--- config.mk ---
export PLATFORM = sky130hd
export DESIGN_NAME = param_up_down_counter
export DESIGN_NICKNAME = d
export VERILOG_FILES = /design/src/rtl/param_counter_pkg.sv /design/src/rtl/up_down_next.sv /design/src/rtl/param_up_down_counter.sv
export SDC_FILE = /design/constraint.sdc
export NUM_CORES = 1
export LEC_CHECK = 0
export CORE_AREA = 2 2 39 41
export DETAILED_ROUTE_END_ITERATION = 12
export DIE_AREA = 0 0 41 43
export SLEW_MARGIN = 20
export SYNTH_ARGS = -nofsm -noshare
export SYNTH_HDL_FRONTEND = slang
export SYNTH_SLANG_ARGS = --single-unit
--- constraint.sdc ---
create_clock -name clk -period 2.2 [get_ports clk]
set_clock_uncertainty 0.15 [all_clocks]
set_input_delay 0.22 -clock clk [delete_from_list [all_inputs] [get_ports clk]]
set_output_delay 0.22 -clock clk [all_outputs]
set_load 0.03 [all_outputs]
--- src/rtl/param_counter_pkg.sv ---
// param_counter_pkg
// Shared definitions for the parameterised up/down counter family.
//   MODE_UP / MODE_DOWN : encodings of the direction input.
//   clamp_load()        : restricts a parallel-load value to the counter's
//                         legal range 0..max_val.
package param_counter_pkg;

    localparam logic MODE_UP   = 1'b1;
    localparam logic MODE_DOWN = 1'b0;

    // Loads above the modulus are clamped to the modulus, so a load can never
    // place the counter in an unreachable state. Operates on 32 bits so one
    // function serves every WIDTH (1..32); callers cast the result back.
    function automatic logic [31:0] clamp_load(input logic [31:0] val,
                                               input logic [31:0] max_val);
        return (val > max_val) ? max_val : val;
    endfunction

endpackage

--- src/rtl/up_down_next.sv ---
// up_down_next
// Combinational next-state logic for the up/down counter: given the current
// count and direction it returns the count after one enabled step and whether
// that step crosses a boundary with wrap-around.
// Parameters:
//   WIDTH    : counter width in bits
//   MAX      : top count value
//   SATURATE : 0 = wrap at the boundaries, 1 = hold at the boundaries
// Ports:
//   count      in   WIDTH  current count (always within 0..MAX)
//   mode       in   1      1 = up, 0 = down
//   next_count out  WIDTH  count after one enabled step
//   wrap_next  out  1      step wraps MAX->0 (up) or 0->MAX (down)
module up_down_next
    import param_counter_pkg::*;
#(
    parameter int unsigned WIDTH    = 4,
    parameter int unsigned MAX      = 9,
    parameter bit          SATURATE = 1'b0
) (
    input  logic [WIDTH-1:0] count,
    input  logic             mode,
    output logic [WIDTH-1:0] next_count,
    output logic             wrap_next
);

    localparam logic [WIDTH-1:0] MAX_W  = WIDTH'(MAX);
    localparam logic [WIDTH-1:0] ZERO_W = '0;
    localparam logic [WIDTH-1:0] ONE_W  = WIDTH'(1);

    always_comb begin
        next_count = count;
        wrap_next  = 1'b0;
        if (mode == MODE_UP) begin
            if (count == MAX_W) begin
                // Saturating mode simply keeps the default (hold at MAX).
                if (!SATURATE) begin
                    next_count = ZERO_W;
                    wrap_next  = 1'b1;
                end
            end else begin
                next_count = count + ONE_W;
            end
        end else begin
            if (count == ZERO_W) begin
                if (!SATURATE) begin
                    next_count = MAX_W;
                    wrap_next  = 1'b1;
                end
            end else begin
                next_count = count - ONE_W;
            end
        end
    end

endmodule

--- src/rtl/param_up_down_counter.sv ---
// param_up_down_counter
// Synchronous up/down counter over the range 0..MAX with parallel load,
// wrap-or-saturate boundary policy and cascade flags.
// Parameters:
//   WIDTH    : counter width in bits, 1..32
//   MAX      : top count value, 1..2**WIDTH-1
//   SATURATE : 0 = wrap at the boundaries, 1 = hold at the boundaries
// Ports:
//   clk      in   1      rising-edge clock
//   reset    in   1      synchronous active-low reset
//   en       in   1      count enable (0 holds)
//   mode     in   1      1 = up, 0 = down
//   load     in   1      parallel load strobe (beats en)
//   load_val in   WIDTH  value to load, clamped to MAX
//   count    out  WIDTH  registered count
//   tc       out  1      terminal count for the current direction (combinational)
//   wrap     out  1      registered one-cycle pulse when count shows a wrapped value
module param_up_down_counter
    import param_counter_pkg::*;
#(
    parameter int unsigned WIDTH    = 4,
    parameter int unsigned MAX      = 9,
    parameter bit          SATURATE = 1'b0
) (
    input  logic             clk,
    input  logic             reset,
    input  logic             en,
    input  logic             mode,
    input  logic             load,
    input  logic [WIDTH-1:0] load_val,
    output logic [WIDTH-1:0] count,
    output logic             tc,
    output logic             wrap
);

    // 64-bit arithmetic so the upper-bound test is valid for WIDTH = 32.
    generate
        if (WIDTH < 1 || WIDTH > 32) begin : g_bad_width
            $error("param_up_down_counter: WIDTH must be in 1..32");
        end
        if (MAX < 1) begin : g_bad_max_low
            $error("param_up_down_counter: MAX must be >= 1");
        end
        if (64'(MAX) > ((64'd1 << WIDTH) - 64'd1)) begin : g_bad_max_high
            $error("param_up_down_counter: MAX must fit in WIDTH bits");
        end
    endgenerate

    localparam logic [WIDTH-1:0] MAX_W  = WIDTH'(MAX);
    localparam logic [WIDTH-1:0] ZERO_W = '0;

    logic [WIDTH-1:0] next_count;
    logic             wrap_next;
    logic [WIDTH-1:0] load_clamped;

    up_down_next #(
        .WIDTH    (WIDTH),
        .MAX      (MAX),
        .SATURATE (SATURATE)
    ) u_next (
        .count      (count),
        .mode       (mode),
        .next_count (next_count),
        .wrap_next  (wrap_next)
    );

    assign load_clamped = WIDTH'(clamp_load(32'(load_val), 32'(MAX)));

    always_ff @(posedge clk) begin
        if (!reset) begin
            count <= ZERO_W;
            wrap  <= 1'b0;
        end else if (load) begin
            count <= load_clamped;
            wrap  <= 1'b0;
        end else if (en) begin
            count <= next_count;
            wrap  <= wrap_next;
        end else begin
            wrap  <= 1'b0;
        end
    end

    // Independent of en so a cascaded stage can use it directly as its enable.
    assign tc = ((mode == MODE_UP)   && (count == MAX_W)) ||
                ((mode == MODE_DOWN) && (count == ZERO_W));

endmodule

After elaboration in Yosys (flattened, before gate mapping)
Index checks and enable logic that the tools add are counted.

Add/sub/neg operators: 2. Multiply operators: 0. Divide/modulo/power cells: 0. Order comparisons: 1. Equality and inequality tests: 1. Shift-type cells: 0. Mux-type cells: 9. Bitwise logic cells: 3. Reduce and logical (&&, ||, !) cells: 6.

Operators by type and width (number): $mux W4 (6); $add A4 B1 Y4 const B (1); $eq A4 B4 Y1 const B (1); $gt A4 B4 Y1 const B (1); $logic_not A4 Y1 (1); $sub A4 B1 Y4 const B (1); $mux W1 (3); $not A1 Y1 (3); $reduce_or A3 Y1 (1); $logic_and A1 B1 Y1 (2); $reduce_bool A2 Y1 (1); $logic_or A1 B1 Y1 (1).

Flip-flop bits (word level): 5. Bits in latches: 0. RAM bits: 0. Memory bits (read-only): 0. Input bits: 9. Logic and storage cells: 24. Memories: 0.

Logic depth before layout (Yosys ltp)
Gate-level depths: netlist of run 1.

Depth in word-level cells: 5. Mapped depth: 4. Mapped depth without buffers: 3.

Cells and area by module
From an unflattened synthesis of run 1, not the netlist that was laid out.

Cell total of the unflattened synthesis: 54. Area total of the unflattened synthesis: 450.4 um^2.

Modules (own cells, without submodules): param_up_down_counter (times used 1, cells an instance 28, area an instance 266.5 um^2, sequential area each 100.1 um^2); up_down_next (times used 1, cells an instance 26, area an instance 183.9 um^2, sequential area each 0.0 um^2).

Worst setup path before layout of run 1
OpenSTA, ideal clock, no wires.

Path kind: register to register. Start: register count[0]. End: register wrap. Data arrival time: 1.485 ns. Path slack: 0.504 ns. Cell stages (with the launch flop): 5. Clock period less this slack: 1.696 ns. Cells stage by stage: dfxtp_1 > buf_6 > or3_1 > a21boi_2 > and3_1.

Word-level cells in the longest chain between the ends: 3. Elaborated cells on any way between the ends: 5.

Ends and longest elaborated chain: start, declared (RTL line param_up_down_counter.sv:31) `output logic [WIDTH-1:0] count,`; start signal, assigned (RTL line param_up_down_counter.sv:74) `count <= load_clamped;`; start signal, assigned (RTL line param_up_down_counter.sv:77) `count <= next_count;`; $eq A4 B4 Y1 or $logic_not A4 Y1 (tied branches) (RTL line up_down_next.sv:35, up_down_next.sv:45); $mux W1 (on tied branches) (RTL line up_down_next.sv:35, up_down_next.sv:45); $mux W1 (*) (RTL line up_down_next.sv:34) `if (mode == MODE_UP) begin`; end signal, assigned (RTL line param_up_down_counter.sv:78) `wrap <= wrap_next;`; end, declared (RTL line param_up_down_counter.sv:33) `output logic wrap`.

Mark *: on every way between the ends. The rest lies on a longest branch, timed or not. A chain may end at the register's enable or synchronous reset.

Worst setup path after layout of run 1
Start: register count[0]. End: output port count[0].

No word-level cell between the ends.

==> flow_metrics.py, run 1 <==
metrics = {
    "critical_path": {
        "worst_path_dominant_cell_family": "buffers and inverters",
        "crit_chain": "clkdlybuf4s50_1",
        "reg2reg_slack_ps": 750,
        "r2r_cells": 3,
        "crit_buf_inv": 1,
        "crit_slowest_cell": "clkdlybuf4s50_1",
        "crit_arrival_ps": 1560,
        "startpoint_type": "register",
        "r2r_end": "count[1]",
        "end_kind": "output port",
        "r2r_start": "count[0]",
        "critical_path_class": "register to output port",
        "path_max_fanout": 11,
        "cpPeakStageDelay_ps": 750,
        "cp.required_ps": 1830,
    },
    "timing": {
        "setup_viol": 0,
        "rsz0062_at_grt": "false",
        "setup_tns_ps": 0,
        "slew_headroom_pct": 72.9,
        "hold_viol": 0,
        "finalMaxSlewViolations": 0,
        "hold_ws_ps": 443,
        "worstMarginPinSlew_ps": 405,
        "fin_crit_ps": 1930,
        "worst_slack_ps": 274,
        "timing.final.crit_share_pct": 87.6,
        "fmax_ghz": 0.519,
    },
    "yosys": {
        "synth.top_cell.area_share_pct": 28.8,
        "yosysWarnings": 0,
        "syn_nets": 49,
        "ys_top_cells_by_area": "dfxtp_1, xnor2_1, nor4_1",
        "synth_top_family_by_area": "compound AO/OA/AOI/OAI gates",
        "yosysSeqAreaShare_pct": 28.8,
        "avgSynthCellArea_um2": 8.70,
        "synthArstFlopShare_pct": 0,
        "synth-compound-area-share_pct": 29.9,
        "synthAdderAreaFrac_pct": 0,
        "synth_seq_cells": 5,
        "synth_edf_count": 0,
        "synth_top_area_cell": "dfxtp_1",
        "synthFlopType": "dfxtp_1",
        "synthMuxAreaShare_pct": 0,
        "synth-simple-area-share_pct": 27.3,
        "syn-cell-area_um2": 348,
        "synthXorXnorAreaFrac_pct": 7.55,
        "syn_inst": 40,
        "synth_cell_types": 29,
    },
    "routing": {
        "avgRoutedWirePerCell_um": 12.0,
        "drt_iter0_drc": 12,
        "ant_nets": 0,
        "avgViaCountPerCell": 5.37,
        "drt_wl_total_um": 875,
        "drtPass1Iterations": 4,
        "dr_total_vias": 392,
        "drc": 0,
    },
    "clock_tree": {
        "hold_buffers": 0,
        "cts_sinks": 5,
        "htree_levels": 1,
        "postCtsSetupBuffers": 0,
        "cts_resized": 0,
        "cts_tree": "built",
        "clockRootBuffer": "clkbuf_4",
        "clk_pin_slew_ps": 40,
        "clk_latency_ps": 240,
        "cts_made_buffers": 3,
        "ctsLongestPathBuffers": 2,
    },
    "floorplan": {
        "rows": 14,
        "die_y_um": 43,
        "fp.dieW_um": 41,
        "ios": 15,
        "start_util_pct": 25.1,
        "dieArea_mm2": 0.00176,
        "core_region_area_mm2": 0.00138,
    },
    "global_routing": {
        "grt_max_degree": 12,
        "grt_usage_pct": 11.4,
        "overflow": 0,
        "antenna_found_initial": 0,
        "grt_pass1_wl_um": 1310,
        "grt_pass1_vias": 307,
    },
    "power_and_ir_drop": {
        "clock_power_share_pct": 35.4,
        "switchingPower_mw": 0.0961,
        "power_density_mw_per_mm2": 587,
        "p_seq_share_pct": 36.5,
        "ir_drop_v": 0.000242,
        "p_comb_share_pct": 28.1,
        "power_mw": 0.306,
        "p_leak_nw": 0.191,
        "p_int_mw": 0.210,
        "p_sw_share_pct": 31.5,
    },
    "layout": {
        "syn2layout_area_growth_pct": 49.6,
        "final_net_count": 67,
        "layout-drive-gt1-share_pct": 12.3,
        "multiInputGateArea_um2": 225,
        "diodes": 0,
        "fill_cells": 152,
        "seqCellArea_um2": 100,
    },
    "worst_hold_path": {
        "worstHoldPathType": "primary input to register",
        "holdCritStartpoint": "load_val[1]",
        "holdPathStages": 3,
        "hold_path_end": "count[1]",
    },
    "flow_run": {
        "cap_violations": 0,
    },
    "placement": {
        "pre_cts_ws_ps": 388,
        "dp_hpwl_um": 665,
        "numPortBuffers": 14,
        "gp_congestion": 0.719,
    },
    "outcome": {
        "status": "finished clean",
    },
}
[cell type report]
| class | instances | share of cell area, % |
|---|---|---|
| Clock buffer | 4 | 5.05 |
| Inverter | 3 | 2.16 |
| Multi-Input combinational cell | 31 | 43.3 |
| Sequential cell | 5 | 19.2 |
| Tap cell | 16 | 3.85 |
| Timing Repair Buffer | 14 | 26.4 |
[metrics by stage]
stage / cells / area (um2) / util (%)
3_5_place_dp: 69 / 494 / 35.7
2_1_floorplan: 40 / 348 / -
4_1_cts: 73 / 520 / 37.6
3_3_place_gp: 69 / 494 / 35.7
6_report: 73 / 520 / 37.6
5_1_grt: 73 / 520 / 37.6
[synthesized netlist by cell type (all sizes together), types with 2 or more instances]
cell,instances
dfxtp,5
nor3,2
xnor2,2
and3,3
o21ai,2
nor4,2
nor2,2
inv,3
[state kept, by name, summed over array words and instances, names as in the netlist]
signal / count
wrap: 1
count: 4
[placed cells by master (no fill, tap or decap), drive strengths merged]
| cell | n |
|---|---|
| o21a | 1 |
| xnor2 | 2 |
| nand2b | 1 |
| nor3 | 2 |
| o311a | 1 |
| nor4b | 1 |
| dfxtp | 5 |
| nor2 | 2 |
| a2111oi | 1 |
| clkdlybuf4s50 | 13 |
| nor2b | 1 |
| o21ai | 2 |
| a221oi | 1 |
| nor4 | 2 |
| or3 | 1 |
| a21boi | 1 |
| nand3 | 1 |
| inv | 3 |
| xor2 | 1 |
| a211o | 1 |
| o2111a | 1 |
| clkbuf | 4 |
| o2111ai | 1 |
| a31oi | 1 |
| and3 | 3 |
| o211ai | 1 |
| buf | 1 |
| a21oi | 1 |
| nand3b | 1 |
[how the worst max path moves through the flow]
stage / startpoint / endpoint / slack, ps / depth (start not counted)
after detailed placement: mode / tc / 390 / 4
final: count[0] / count[0] / 270 / 1
after CTS: count[0] / count[0] / 280 / 1
after floorplan: count[0] / wrap / 500 / 4
after global routing: count[0] / count[0] / 250 / 1
after global placement: mode / tc / 400 / 4
[power groups by stage]
stage	Clock (mW)	Combinational, mW	Sequential, mW
final	0.108	0.0860	0.112
after global routing	0.116	0.0934	0.112
after CTS	0.113	0.0862	0.111
after detailed placement	0	0.0854	0.113
after global placement	0	0.0858	0.112
after floorplan	0	0.0415	0.119
[cell families (layout without fill, tap and decap cells)]
family,count (synthesis),in the layout
AND/OR/NAND/NOR,15,15
AO/OA/AOI/OAI,13,13
flip-flops,5,5
buffers and inverters,4,21
XOR/XNOR,3,3
[per-layer routing]
layer  global-route usage, %  up-vias  share of wire [%]  wire [um]
li1                        -      193                  -          -
met1                    15.1      177                 44        385
met5                       0        -                  0          0
met4                    6.00        0                1.1         10
met3                    6.81        2                8.9         78
met2                    14.1       20                 46        401
Power figures use the tool's default switching activity.
==> inputs of run 2 (changes only) <==
Settings changed: GPL_ROUTABILITY_DRIVEN from default to 0.
==> results of run 2 <==
The final DEF is identical to that of run 1; final timing and power are the same.
==> inputs of run 3 (changes only) <==
Settings changed: GPL_ROUTABILITY_DRIVEN 0 to default.
Clock period 2.2 ns to 1.6 ns, I/O delays scaled along.
==> run 3 against run 2 <==
  * Via count grew 3.6%
  * Non-clock buffer count grew 7
  * Clock power grew 44%
  * Hold slack lost 140 ps
==> flow_metrics.py, run 3 (synthesized netlist as in run 1, its figures left out) <==
metrics = {
    "critical_path": {
        "cp.required_ps": 1290,
        "critical_path_class": "register to output port",
        "cp-startpoint": "count[3]",
        "crit_chain": "or3_4 > a21boi_4 > buf_6",
        "crit_slowest_cell": "or3_4",
        "cpPeakStageDelay_ps": 390,
        "r2r_start": "count[0]",
        "worst_path_dominant_cell_family": "simple AND/OR/NAND/NOR gates",
        "startpoint_type": "register",
        "end_kind": "output port",
        "crit_arrival_ps": 1250,
        "crit_buf_inv": 1,
        "path_max_fanout": 4,
    },
    "clock_tree": {
        "ctsLongestPathBuffers": 2,
        "cts_made_buffers": 3,
        "cts_tree": "built",
        "htree_levels": 1,
        "clk_pin_slew_ps": 50,
        "clockRootBuffer": "clkbuf_4",
        "clk_latency_ps": 250,
        "cts_sinks": 5,
    },
    "timing": {
        "slew_headroom_pct": 73.7,
        "finalMaxSlewViolations": 0,
        "fin_crit_ps": 1560,
        "hold_viol": 0,
        "setup_viol": 0,
        "timing.final.crit_share_pct": 97.8,
        "fmax_ghz": 0.639,
        "worstMarginPinSlew_ps": 384,
        "rsz0062_at_grt": "true",
    },
    "routing": {
        "drt_iter0_drc": 9,
        "dr_total_vias": 406,
        "avgViaCountPerCell": 5.08,
        "drt_wl_total_um": 998,
        "ant_nets": 0,
        "drc": 0,
        "drtPass1Iterations": 2,
        "avgRoutedWirePerCell_um": 12.5,
    },
    "power_and_ir_drop": {
        "power_mw": 0.450,
        "p_leak_nw": 0.270,
        "power_density_mw_per_mm2": 756,
        "ir_drop_v": 0.000234,
    },
    "floorplan": {
        "start_util_pct": 25.1,
        "die_y_um": 43,
        "fp.dieW_um": 41,
        "ios": 15,
        "rows": 14,
        "core_region_area_mm2": 0.00138,
        "dieArea_mm2": 0.00176,
    },
    "global_routing": {
        "grt_pass1_wl_um": 1730,
        "grt_usage_pct": 14.4,
        "antenna_found_initial": 0,
        "overflow": 0,
        "grt_pass1_vias": 421,
        "grt_max_degree": 9,
    },
    "layout": {
        "mostFrequentLayoutCells": "clkdlybuf4s50_1, buf_4",
        "finish.utilization_pct": 43.0,
        "largest_register_ffs": 4,
        "fin_area_um2": 596,
        "layout_commonest_cell": "clkdlybuf4s50_1",
        "layout-drive-gt1-share_pct": 26.6,
        "diodes": 0,
        "syn2layout_area_growth_pct": 71.2,
        "final_net_count": 74,
        "regMostFlops": "count",
        "top_regs": "count: 4 flops, wrap: 1 flops",
    },
    "worst_hold_path": {
        "worstHoldPathType": "primary input to register",
        "holdCritStartpoint": "mode",
    },
    "placement": {
        "numPortBuffers": 14,
        "postPlaceCellArea_um2": 541,
        "dp_hpwl_um": 718,
        "gp_congestion": 0.779,
    },
    "outcome": {
        "status": "finished clean",
    },
    "flow_run": {
        "cap_violations": 0,
    },
}
run 3: final timing paths:
check / to / slack, ps / cells past startpoint
max: tc / 40 / 3
min: wrap / 300 / 4
max reg2reg: count[1] / 120 / 5
min reg2reg: count[2] / 530 / 2
run 3: layout make-up:
type | instances | area, um2
clock buffer | 4 | 26.3
fill | 144 | 788
inverter | 3 | 11.3
multi-input combinational | 31 | 238
sequential | 5 | 105
tap | 16 | 20.0
timing repair buffer | 21 | 195
run 3: through the flow:
| stage | setup TNS [ps] | hold slack [ps] | cells | setup slack [ps] |
|---|---|---|---|---|
| global placement | -24.9 | 525 | 74 | -24.9 |
| CTS | 0 | 382 | 80 | 2.11 |
| floorplan | 0 | 156 | 40 | 47.3 |
| finish | 0 | 299 | 80 | 35.9 |
| detailed placement | -59.8 | 525 | 74 | -41.6 |
| global route | -5.48 | 325 | 80 | -5.48 |
run 3: report_power, final:
| part | total, mW | switching (mW) | internal (mW) | leakage (nW) |
|---|---|---|---|---|
| sequential | 0.142 | 0.00805 | 0.134 | 0.0421 |
| combinational | 0.153 | 0.0765 | 0.0764 | 0.213 |
| clock | 0.155 | 0.0602 | 0.0948 | 0.0150 |
| total | 0.450 | 0.145 | 0.305 | 0.270 |
run 3: repair_timing:
action	4_1_cts	5_1_grt
buffers inserted	2	0
setup endpoints to repair	4	2
endpoints found under the hold margin	0	0
gates resized for setup	6	3
hold buffers	0	0
run 3: per-layer routing:
metal | global-route usage [%] | routed length, um | part of all wire [%] | up-vias
li1 | - | - | - | 206
met1 | 16.3 | 423 | 42 | 185
met2 | 22.2 | 511 | 51 | 11
met3 | 3.66 | 46 | 4.6 | 4
met4 | 10.0 | 17 | 1.7 | 0
met5 | 0 | 0 | 0 | -
run 3: worst register-to-register path, delay by kind of cell (launching register included):
kind / cells / cell delay, ps
AO/OA/AOI/OAI: 2 / 340
XOR/XNOR: 1 / 280
buffers and inverters: 2 / 310
flip-flops: 1 / 330
==> RTL edit, RTL diff (settings of run 1) <==
Reset style: asynchronous (`reset`), changed in one clocked block. Comments in the files are not updated.
--- a/src/rtl/param_up_down_counter.sv
+++ b/src/rtl/param_up_down_counter.sv
@@ -68,3 +68,3 @@
 
-    always_ff @(posedge clk) begin
+    always_ff @(posedge clk or negedge reset) begin
         if (!reset) begin
Formal check against the unedited RTL: differs if reset is asserted again (counterexample within 4 cycles, from zero or initial values and one cycle with reset low); with reset held inactive, the same outputs for 10 cycles.
==> RTL edit against run 1 <==
Design area rose by 5.8%. Via count fell by 1.8%. Sequential cell count did not move. Register-to-register slack got worse by 0.13 ns. Worst setup slack got worse by 0.050 ns. Total power rose by 15%. Cell count rose by 2.7%. Synthesized area rose by 14%. Maximum frequency fell by 2.6%. Wire length rose by 6.4%. Critical path type unchanged.
==> RTL edit: results (changes against run 1) <==
status=complete, no violations; reg-to-reg startpoint=count[0]; Worst-Margin Slew=0.396 ns (-0.00924 ns); Post-synth top cells=dfrtp_1 (5), inv_1 (4), o21ai_0 (3), xnor2_1 (3); post-place setup slack=0.293 ns (-0.0950 ns); GPL Wtd Cong=0.749 (+4.2%); synth unique cells=27 (-6.9%); leakage=0.241 nW (+26%); R2R Setup Slk=0.62 ns (-0.13 ns); placed insts=71 (+2.9%); Post-synth top flop=dfrtp_1; final wirelength=931 um (+6.4%); synth top area cells=dfrtp_1 (31%), xnor2_1 (6.6%), buf_6 (5.7%); vias in the first global route=351 (+14%); internal power=231 uW (+10%); Via Count=385 (-1.8%); VDD IR max=0.000165 V (-32%); worst hold path type=input pin to async pin; Async S/R FF share, synth=100% (+100 points); Synth Instances=45 (+13%); Final Non-Filler Cells=75 (+2.7%); total track usage=11.9% (+0.50 points); share of layout cells above drive strength 1=8.47% (-3.8 points); post-DP HPWL=675 um (+1.5%); layout net count=69 (+3.0%)
RTL edit: changes by cell type in the layout (fill, tap and decap cells not counted), moves of 2 or more:
cell	delta
a21o_1	+2
o31ai_1	+2
dfxtp_1	-5
nor4_1	-2
dfrtp_1	+5
RTL edit: power by group through the flow:
stage,clock [mW],sequential (mW),combinational (mW)
2_1_floorplan,0,0.132,0.0760
6_report,0.102,0.129,0.120
3_3_place_gp,0,0.129,0.119
3_5_place_dp,0,0.130,0.120
5_1_grt,0.113,0.131,0.131
4_1_cts,0.106,0.128,0.120
RTL edit: cell families after synthesis:
family / after synthesis / share of synthesized area (%)
and+or+nand+nor: 11 / 17.0
xor gates and xnor gates: 4 / 8.81
DFF: 5 / 31.4
buffers and inverters: 8 / 11.6
AOI/OAI and AO/OA: 17 / 31.1
RTL edit: worst max-delay path by stage:
stage / start / endpoint / slack, ns
3_3_place_gp: mode / tc / 0.33
2_1_floorplan: count[3] / wrap / 0.19
6_report: count[0] / tc / 0.22
3_5_place_dp: mode / tc / 0.29
5_1_grt: count[0] / tc / 0.16
4_1_cts: count[0] / tc / 0.23
RTL edit: cell type report:
type	count	area [um^2]
clock buffers	4	26.3
fillers	151	833
inverters	4	15.0
multi-input cells	32	226
flip-flops and latches	5	125
well taps	16	20.0
repair buffers	14	138
RTL edit: worst max-delay path, stage by stage (launching register included):
cell and delay (ns):
dfrtp_1 0.51, or3_1 0.41, a211oi_2 0.25, buf_4 0.20
RTL edit: metal layers:
| metal | GRT usage, % | part of all wire [%] | vias up |
|---|---|---|---|
| li1 | - | - | 191 |
| met1 | 14.5 | 44 | 184 |
| met2 | 19.4 | 52 | 10 |
| met3 | 1.57 | 4.5 | 0 |
| met4 | 6.00 | 0 | 0 |
| met5 | 0 | 0 | - |
RTL edit: stage by stage:
step	utilization, %	hold slack [ns]
finish	39.8	0.0514
global route	39.8	0.0664
CTS	39.8	0.0557
detailed placement	37.9	0.306
global placement	37.9	0.304
floorplan	-	-0.226
